`src/rtl/data_mem_responder.sv`:
```
// -----------------------------------------------------------------------------
// data_mem_responder
//
// Word-addressed data memory for a multicycle datapath. It has a valid/ready
// request channel and a valid/ready response channel. Each request passes
// through a fixed number of wait states and is then answered with exactly one
// response. Only one transaction is in flight at a time.
//
// Parameters
//   DEPTH        number of 32-bit words (power of two, 4..1024)
//   WAIT_CYCLES  wait states between acceptance and response (0..15)
//
// Ports
//   clk          single clock; all state changes on its rising edge
//   reset        synchronous, active-high; clears the FSM, the response
//                registers and every memory word
//   req_valid    datapath presents a load/store
//   req_ready    responder is idle and can accept (low while reset is high)
//   req_we       1 = store, 0 = load
//   req_addr     byte address; word index = req_addr[log2(DEPTH)+1:2]
//   req_wdata    store data
//   resp_valid   response available; held until resp_ready
//   resp_ready   datapath consumes the response
//   resp_rdata   load data; 0 for stores
//   resp_err     address error flag (only when DMEM_ADDR_ERR_EN is defined)
//
// Build option
//   DMEM_ADDR_ERR_EN  When this macro is defined, a misaligned address or an
//                     address >= 4*DEPTH is still answered with the normal
//                     latency. It sets resp_err, returns 0 and writes nothing.
//                     When the macro is undefined, such addresses alias
//                     modulo DEPTH.
//
// Timing
//   The request handshake is seen in cycle c (the edge that ends c accepts it).
//   resp_valid first rises in cycle c+1+WAIT_CYCLES.
//   The memory is read or written on the edge that enters RESP. The load data
//   is therefore registered at the same moment resp_valid rises.
// -----------------------------------------------------------------------------
module data_mem_responder #(
    parameter int DEPTH       = 64,
    parameter int WAIT_CYCLES = 2
) (
    input  logic        clk,
    input  logic        reset,
    input  logic        req_valid,
    output logic        req_ready,
    input  logic        req_we,
    input  logic [31:0] req_addr,
    input  logic [31:0] req_wdata,
    output logic        resp_valid,
    input  logic        resp_ready,
    output logic [31:0] resp_rdata
`ifdef DMEM_ADDR_ERR_EN
    ,
    output logic        resp_err
`endif
);

    localparam int AW = $clog2(DEPTH);
    localparam int CW = 4;
    // The counter is loaded with WAIT_CYCLES-1, so the last wait cycle is
    // the one where the counter reads zero.
    localparam logic [CW-1:0] CNT_LOAD = CW'((WAIT_CYCLES > 0) ? WAIT_CYCLES - 1 : 0);

    typedef enum logic [1:0] {
        ST_IDLE = 2'd0,
        ST_WAIT = 2'd1,
        ST_RESP = 2'd2
    } state_t;

    state_t        state_reg, state_next;
    logic [CW-1:0] cnt_reg, cnt_next;

    // Request fields captured at acceptance.
    logic          we_reg;
    logic [AW-1:0] idx_reg;
    logic [31:0]   wdata_reg;

    logic [31:0]   rdata_reg;

    logic          accept;
    logic          enter_resp;
    logic [AW-1:0] req_idx;

    // Fields used for the memory access on the RESP-entry edge.
    logic          acc_we;
    logic [AW-1:0] acc_idx;
    logic [31:0]   acc_wdata;
    logic          acc_err;
    logic          mem_we;

    logic [DEPTH-1:0]       word_wen;
    logic [DEPTH-1:0][31:0] mem_words;

    // In the default build, the byte-offset bits and the bits above the word
    // index take no part in addressing.
    logic unused_addr_bits;
    assign unused_addr_bits = ^{req_addr[31:AW+2], req_addr[1:0]};

    assign req_idx   = req_addr[AW+1:2];
    assign req_ready = (state_reg == ST_IDLE) && !reset;
    assign accept    = req_valid && req_ready;

    // With zero wait states, RESP is entered on the acceptance edge itself.
    // The latched copies do not exist yet at that edge, so the live request
    // is used instead. Otherwise the access uses the latched copies.
    assign acc_we    = (state_reg == ST_IDLE) ? req_we    : we_reg;
    assign acc_idx   = (state_reg == ST_IDLE) ? req_idx   : idx_reg;
    assign acc_wdata = (state_reg == ST_IDLE) ? req_wdata : wdata_reg;

`ifdef DMEM_ADDR_ERR_EN
    logic req_err;
    logic err_reg;
    logic resp_err_reg;

    assign req_err  = (req_addr[1:0] != 2'b00) || (req_addr >= 32'(4 * DEPTH));
    assign acc_err  = (state_reg == ST_IDLE) ? req_err : err_reg;
    assign resp_err = resp_err_reg;
`else
    assign acc_err  = 1'b0;
`endif

    assign mem_we = enter_resp && acc_we && !acc_err;

    // -------------------------------------------------------------------------
    // FSM: state register
    // -------------------------------------------------------------------------
    always_ff @(posedge clk) begin
        if (reset) begin
            state_reg <= ST_IDLE;
            cnt_reg   <= '0;
        end else begin
            state_reg <= state_next;
            cnt_reg   <= cnt_next;
        end
    end

    // -------------------------------------------------------------------------
    // FSM: next state and access strobe
    // -------------------------------------------------------------------------
    always_comb begin
        state_next = state_reg;
        cnt_next   = cnt_reg;
        enter_resp = 1'b0;
        case (state_reg)
            ST_IDLE: begin
                if (accept) begin
                    if (WAIT_CYCLES == 0) begin
                        state_next = ST_RESP;
                        enter_resp = 1'b1;
                    end else begin
                        state_next = ST_WAIT;
                        cnt_next   = CNT_LOAD;
                    end
                end
            end
            ST_WAIT: begin
                if (cnt_reg == '0) begin
                    state_next = ST_RESP;
                    enter_resp = 1'b1;
                end else begin
                    cnt_next = cnt_reg - 1'b1;
                end
            end
            ST_RESP: begin
                // Retirement returns to IDLE only. A new request can be
                // accepted in the following cycle at the earliest.
                if (resp_ready) begin
                    state_next = ST_IDLE;
                end
            end
            default: begin
                state_next = ST_IDLE;
                cnt_next   = '0;
            end
        endcase
    end

    // -------------------------------------------------------------------------
    // Request capture. This updates only on acceptance, so requests offered
    // while busy cannot disturb the transaction in flight.
    // -------------------------------------------------------------------------
    always_ff @(posedge clk) begin
        if (reset) begin
            we_reg    <= 1'b0;
            idx_reg   <= '0;
            wdata_reg <= '0;
        end else if (accept) begin
            we_reg    <= req_we;
            idx_reg   <= req_idx;
            wdata_reg <= req_wdata;
        end
    end

`ifdef DMEM_ADDR_ERR_EN
    always_ff @(posedge clk) begin
        if (reset) begin
            err_reg <= 1'b0;
        end else if (accept) begin
            err_reg <= req_err;
        end
    end
`endif

    // -------------------------------------------------------------------------
    // Storage. Every word must clear in a single reset cycle, so each word is
    // its own register with a per-word write enable.
    // -------------------------------------------------------------------------
    generate
        for (genvar gi = 0; gi < DEPTH; gi++) begin : g_word
            logic [31:0] word_reg;

            assign word_wen[gi] = mem_we && (acc_idx == AW'(gi));

            always_ff @(posedge clk) begin
                if (reset) begin
                    word_reg <= '0;
                end else if (word_wen[gi]) begin
                    word_reg <= acc_wdata;
                end
            end

            assign mem_words[gi] = word_reg;
        end
    endgenerate

    // -------------------------------------------------------------------------
    // Response data. This is captured on the RESP-entry edge and then held
    // unchanged while the response waits for resp_ready. Stores and
    // erroneous accesses return 0.
    // -------------------------------------------------------------------------
    always_ff @(posedge clk) begin
        if (reset) begin
            rdata_reg <= '0;
        end else if (enter_resp) begin
            rdata_reg <= (acc_we || acc_err) ? 32'd0 : mem_words[acc_idx];
        end
    end

`ifdef DMEM_ADDR_ERR_EN
    always_ff @(posedge clk) begin
        if (reset) begin
            resp_err_reg <= 1'b0;
        end else if (enter_resp) begin
            resp_err_reg <= acc_err;
        end
    end
`endif

    assign resp_valid = (state_reg == ST_RESP);
    assign resp_rdata = rdata_reg;

endmodule
```
`config.mk`:
```
export PLATFORM = sky130hd
export DESIGN_NAME = data_mem_responder
export DESIGN_NICKNAME = d
export VERILOG_FILES = /design/src/rtl/data_mem_responder.sv
export SDC_FILE = /design/constraint.sdc
export NUM_CORES = 2
export LEC_CHECK = 0
export CORE_UTILIZATION = 45
export CTS_CLUSTER_DIAMETER = 150
export DETAILED_ROUTE_END_ITERATION = 7
export SLEW_MARGIN = 10
export SYNTH_ARGS = -nofsm -noshare
export SYNTH_HDL_FRONTEND = slang
export SYNTH_SLANG_ARGS = --single-unit
```
`constraint.sdc`:
```
create_clock -name clk -period 6.1 [get_ports clk]
set_input_delay 0.61 -clock clk [delete_from_list [all_inputs] [get_ports clk]]
set_output_delay 0.61 -clock clk [all_outputs]
set_load 0.05 [all_outputs]
```
After elaboration in Yosys (flattened, before gate mapping):

Index checks and enable logic that the tools add are counted.

* output and inout bits: 34
* word-level logic and storage cells: 230
* bits in registers: 2125
* input port bits: 69

* magnitude comparators: 1
* reduce and logical (&&, ||, !) cells: 73
* $add $sub $neg: 1
* equal/unequal tests: 69
* bitwise logic cells: 1
* multiplexer cells: 15

Operators with widths (number)
* 32-bit binary-select mux with 6-bit select: 1
* 6-bit == test, second input constant: 32
* 6-bit by 5-bit == test with 1-bit output, second input constant: 16
* 32-bit 2-to-1 mux: 3
* 1-bit logical AND: 67
* 6-bit by 4-bit == test with 1-bit output, second input constant: 8
* 6-bit by 3-bit == test with 1-bit output, second input constant: 4
* 6-bit by 2-bit == test with 1-bit output, second input constant: 2
* 4-bit case mux with 3 select lines: 1
* 4-bit 2-to-1 mux: 2
* 6-bit by 7-bit < comparator with 1-bit output, second input constant: 1
* 6-bit by 1-bit == test with 1-bit output, second input constant: 1
* 6-bit zero test: 1
* 2-bit 2-to-1 mux: 3
* 6-bit 2-to-1 mux: 1
* 2-bit inequality test, second input constant: 3
* 2-bit case mux with 3 select lines: 1
* 3-bit AND reduction: 2
* 4-bit zero test: 1
* 4-bit by 1-bit subtractor with 4-bit output, second input constant: 1
* 1-bit 2-to-1 mux: 3
* 2-bit by 1-bit == test with 1-bit output, second input constant: 1
* 2-bit == test, second input constant: 1
* 2-bit zero test: 1
* 3 further kinds: 3

Depth between registers and ports, before layout:

* depth in word-level cells: 5
* gate-level depth with buffers: 13
* gate-level depth less buffers: 9

Least setup slack after synthesis:

No wires, ideal clock.

* path kind: reg2reg
* start: reg state_reg[0]
* end: reg idx_reg[4]
* setup time: 0.087 ns
* data required time: 6.013 ns
* arrival: 2.556 ns
* path buffers: 5
* setup slack: 3.457 ns
* stages on the path, launching flop included: 11
* cells stage by stage: dfxtp_1 -> buf_4 -> or2_1 -> buf_2 -> nor2_1 -> and2_1 -> clkbuf_1 -> clkbuf_1 -> clkbuf_1 -> nand2_1 -> o31ai_1

* word-level cells in the longest chain between the ends: 3

RTL lines
* from (decl): RTL line 72 `state_t state_reg, state_next;`
* from (signal assigned): RTL line 134 `state_reg <= state_next;`
* 2-bit zero test: RTL line 102 `assign req_ready = (state_reg == ST_IDLE) && !reset;`
* 1-bit logical AND: RTL line 102
* via req_ready: RTL line 47 `output logic req_ready,`
* 1-bit logical AND: RTL line 103 `assign accept = req_valid && req_ready;`
* to (signal assigned): RTL line 191 `idx_reg <= req_idx;`
* to (decl): RTL line 77 `logic [AW-1:0] idx_reg;`

The timed path passes the listed nets, and every way through them passes these cells.
A chain may end at the register's enable or synchronous reset.

Worst setup path in the final report:

* start: reg state_reg[0]
* end: reg rdata_reg[3], in the netlist resp_rdata[3]

* word-level cells in the longest chain between the ends: 5

RTL lines
* 2-bit zero test: RTL line 108, 109
* 6-bit 2-to-1 mux: RTL line 109 `assign acc_idx = (state_reg == ST_IDLE) ? req_idx : idx_reg;`
* 32-bit binary-select mux with 6-bit select: RTL line 237 `rdata_reg <= (acc_we || acc_err) ? 32'd0 : mem_words[acc_idx];`
* 32-bit 2-to-1 mux (not written as such): RTL line 237
* 32-bit 2-to-1 mux: RTL line 237
* to (signal assigned): RTL line 237
* to (decl): RTL line 80 `logic [31:0] rdata_reg;`

Several ways; a longest one is shown, not always the timed one. The select of a mux whose other input is x is not followed.

==> results_dict.tcl <==
set metrics [dict create \
    track_usage_pct 32.3 \
    n_fill_cell 17099 \
    fin_cells 11618 \
    cts_hold_buf 0 \
    cts_max_level 4 \
    crit_end "resp_rdata[3]" \
    hpwlAfterDp_um 181000 \
    ys_seq_area_share_pct 50.8 \
    syn_area_per_cell_sq_um 8.77 \
    area_growth_pct 11.3 \
    worstPathRequired_ns 6.91 \
    die_area_sq_mm 0.188 \
    cp.buffers_inverters 1 \
    routed_wl_um 311000 \
    hold_start "reset" \
    cp_num_cells 8 \
    synth-compound-area-share_pct 28.0 \
    dp_cells 11238 \
    critPathArrivalTime_ns 5.75 \
    critPathLaunch "state_reg[0]" \
    p_int_w 0.0236 \
    switching_power_w 0.0115 \
    hold_ws_ns 0.183 \
    synth_fp_nets 9613 \
    synth_flop_cell "dfxtp_1" \
    grt.overflow.total 0 \
    cp_common_cell "nor4_1" \
    routed_via_density 6.34 \
    antenna_left 0 \
    critPathKind "register to register" \
    worst-path-max-fanout 48 \
    post_synth_fa_ha_maj_area_fraction_pct 0.0149 \
    synthCells 9543 \
    synth_edf_count 0 \
    rsz0062_at_grt "false" \
    finalHoldViolations 0 \
    slowest_delay_ns 1.03 \
    clkSinkCount 2125 \
    dr.pass1.iters 8 \
    ioPinCount 103 \
    synth_top_family_by_area "compound AO/OA/AOI/OAI gates" \
    p_per_area_mw_per_mm2 377 \
    netlist-cell-type-count 66 \
    status "completed" \
    clkPwrFrac_pct 37.3 \
    seqPwrFrac_pct 40.3 \
    async_flop_share_pct 0 \
    largest_reg_flops 2048 \
    synthSimpleGateAreaFrac_pct 15.0 \
    post-route-period-util_pct 81.0 \
    setup_viol 0 \
    post-route-drc-count 0 \
    maxCapViolations 0 \
    antenna_found_initial 10 \
    critPathCaptureType "register" \
    synth_area_sq_mm 0.0837 \
    hold-path-cell-count 2 \
    period_needed_ns 4.94 \
    slowest_stage "o21a_4" \
    max-slew-margin-rel_pct 3.96 \
    yosys_warnings 0 \
    place_congestion 0.856 \
    hold_class "primary input to register" \
    cts_root_buf "clkbuf_16" \
    die_x_um 433 \
    ctsResizeCount 0 \
    drt_iter0_drc 7756 \
    port-buffer-count 76 \
    via_count 73658 \
    initial_core_util_pct 45.5 \
    timing.rr.start "state_reg[0]" \
    reg2reg_depth 8 \
    grt_pass1_vias 68746 \
    critPathLaunchType "register" \
    ir_drop_v 0.000239 \
    slew_violations 0 \
    rows 157 \
    wl_per_cell_um 26.8 \
    r2r_setup_slack_ns 1.16 \
    cts_tree "done" \
    fp.dieH_um 433 \
    setup_tns_ns 0 \
    synth-xor-area-share_pct 0.0209 \
    switching_share_pct 32.8 \
    clkLatencyLatePin_ns 0.88 \
    cts_setup_buffers 0 \
    clkTransAtPathRegs_ns 0.06 \
    p_comb_share_pct 22.5 \
    clock_path_buffers 3 \
    postLayoutCellArea_sq_mm 0.0932 \
    drive_gt1_share_pct 8.15 \
    max_clock_freq_mhz 202 \
    crit_family "simple AND/OR/NAND/NOR gates" \
    ys_ff_latch 2125 \
    reg2reg_to "resp_rdata[3]" \
    placed_cell_area_sq_mm 0.0862 \
    nets 9060 \
    core-area_sq_mm 0.184 \
    synth_mux_area_share_pct 0.412 \
    worstMarginPinSlew_ns 1.43 \
    grt_pass1_wl_um 457000 \
    path_cells "nor2_4, o21a_4, buf_4, o22ai_1, nor3_1, nor4_1, nor4_1, a22o_1" \
    p_leak_nw 28.2 \
    cts_buffers 214 \
    grt_max_degree 236 \
    finClkSkew_ns 0.0360 \
]
how the worst min path moves through the flow:
stage | to | slack, ns
after detailed placement | idx_reg[3] | 0.48
after global routing | state_reg[1] | 0.22
after global placement | idx_reg[3] | 0.46
final | state_reg[1] | 0.18
after floorplan | idx_reg[3] | 0.45
after CTS | state_reg[1] | 0.18
layout by cell type (no fill, tap or decap), types with 6 or more instances in the layout:
cell type,instances
o31ai_1,12
a21oi_1,6
clkbuf_1,62
nor2_1,2075
o22ai_1,993
a22oi_1,30
nand2_2,17
a211oi_1,2050
nor2_4,59
o21ai_0,181
buf_12,51
nor4_1,51
nand2_1,75
clkbuf_8,59
a22o_1,21
nand4_1,21
buf_4,229
clkdlybuf4s50_1,75
clkbuf_16,217
nor3_1,491
clkinv_2,21
dfxtp_1,2125
or3_1,7
nand2b_1,40
nor2_8,10
nand3_1,30
mux2i_4,33
stage by stage:
step	util [%]	power, W	setup WS [ns]
after floorplan	-	0.0190	3.46
after global placement	46.9	0.0221	1.46
after detailed placement	46.9	0.0221	1.39
after CTS	50.7	0.0350	1.46
after global routing	50.7	0.0361	1.18
final	50.7	0.0351	1.16
kinds of logic after synthesis:
family / Yosys count
AOI/OAI and AO/OA: 3345
xor gates and xnor gates: 2
adders and majority gates: 1
buffers and inverters: 1130
DFF: 2125
muxes: 34
and+or+nand+nor: 2906
power groups by stage:
stage                     Sequential [W]  Clock [W]  Combinational [W]
after floorplan                   0.0145          0            0.00444
after global placement            0.0144          0            0.00763
after detailed placement          0.0144          0            0.00765
after CTS                         0.0141     0.0132            0.00768
after global routing              0.0141     0.0137            0.00818
final                             0.0141     0.0131            0.00790
Yosys cell counts (17+ instances only):
| library cell | number | share of area, % |
|---|---|---|
| clkbuf_1 | 708 | 3.2 |
| nand4_1 | 21 | 0.16 |
| nand2b_1 | 40 | 0.30 |
| nand3_1 | 30 | 0.18 |
| nor3_1 | 497 | 3.0 |
| a22oi_1 | 30 | 0.27 |
| nor2_4 | 43 | 0.58 |
| a211oi_1 | 2050 | 18 |
| nand2_1 | 78 | 0.35 |
| buf_1 | 68 | 0.30 |
| o21ai_0 | 182 | 1.1 |
| o22ai_1 | 993 | 7.4 |
| dfxtp_1 | 2125 | 51 |
| nor2_1 | 2076 | 9.3 |
| nor2_2 | 17 | 0.13 |
| buf_2 | 326 | 1.9 |
| nor4_1 | 51 | 0.38 |
| mux2i_1 | 32 | 0.38 |
| a22o_1 | 21 | 0.22 |
per-layer routing:
metal / up-vias / track usage (%) / routed length, um / part of all wire [%]
li1: 34237 / - / - / -
met1: 35583 / 43.8 / 133000 / 43
met2: 3184 / 50.4 / 139000 / 45
met3: 648 / 5.52 / 25400 / 8.1
met4: 6 / 13.9 / 14000 / 4.5
met5: - / 0 / 39 / 0.013
cell type report:
class                           instances  area, sq um  area share, %
Clock inverter                         38          485          0.521
Tap cell                             2464         3080           3.31
Antenna cell                            4         10.0         0.0107
Clock buffer                          338         6470           6.95
Multi-Input combinational cell       6288        37000           39.8
Timing Repair Buffer                  356         3520           3.78
Inverter                                5         18.8         0.0201
Sequential cell                      2125        42500           45.7
(Power assumes the default switching activity.)
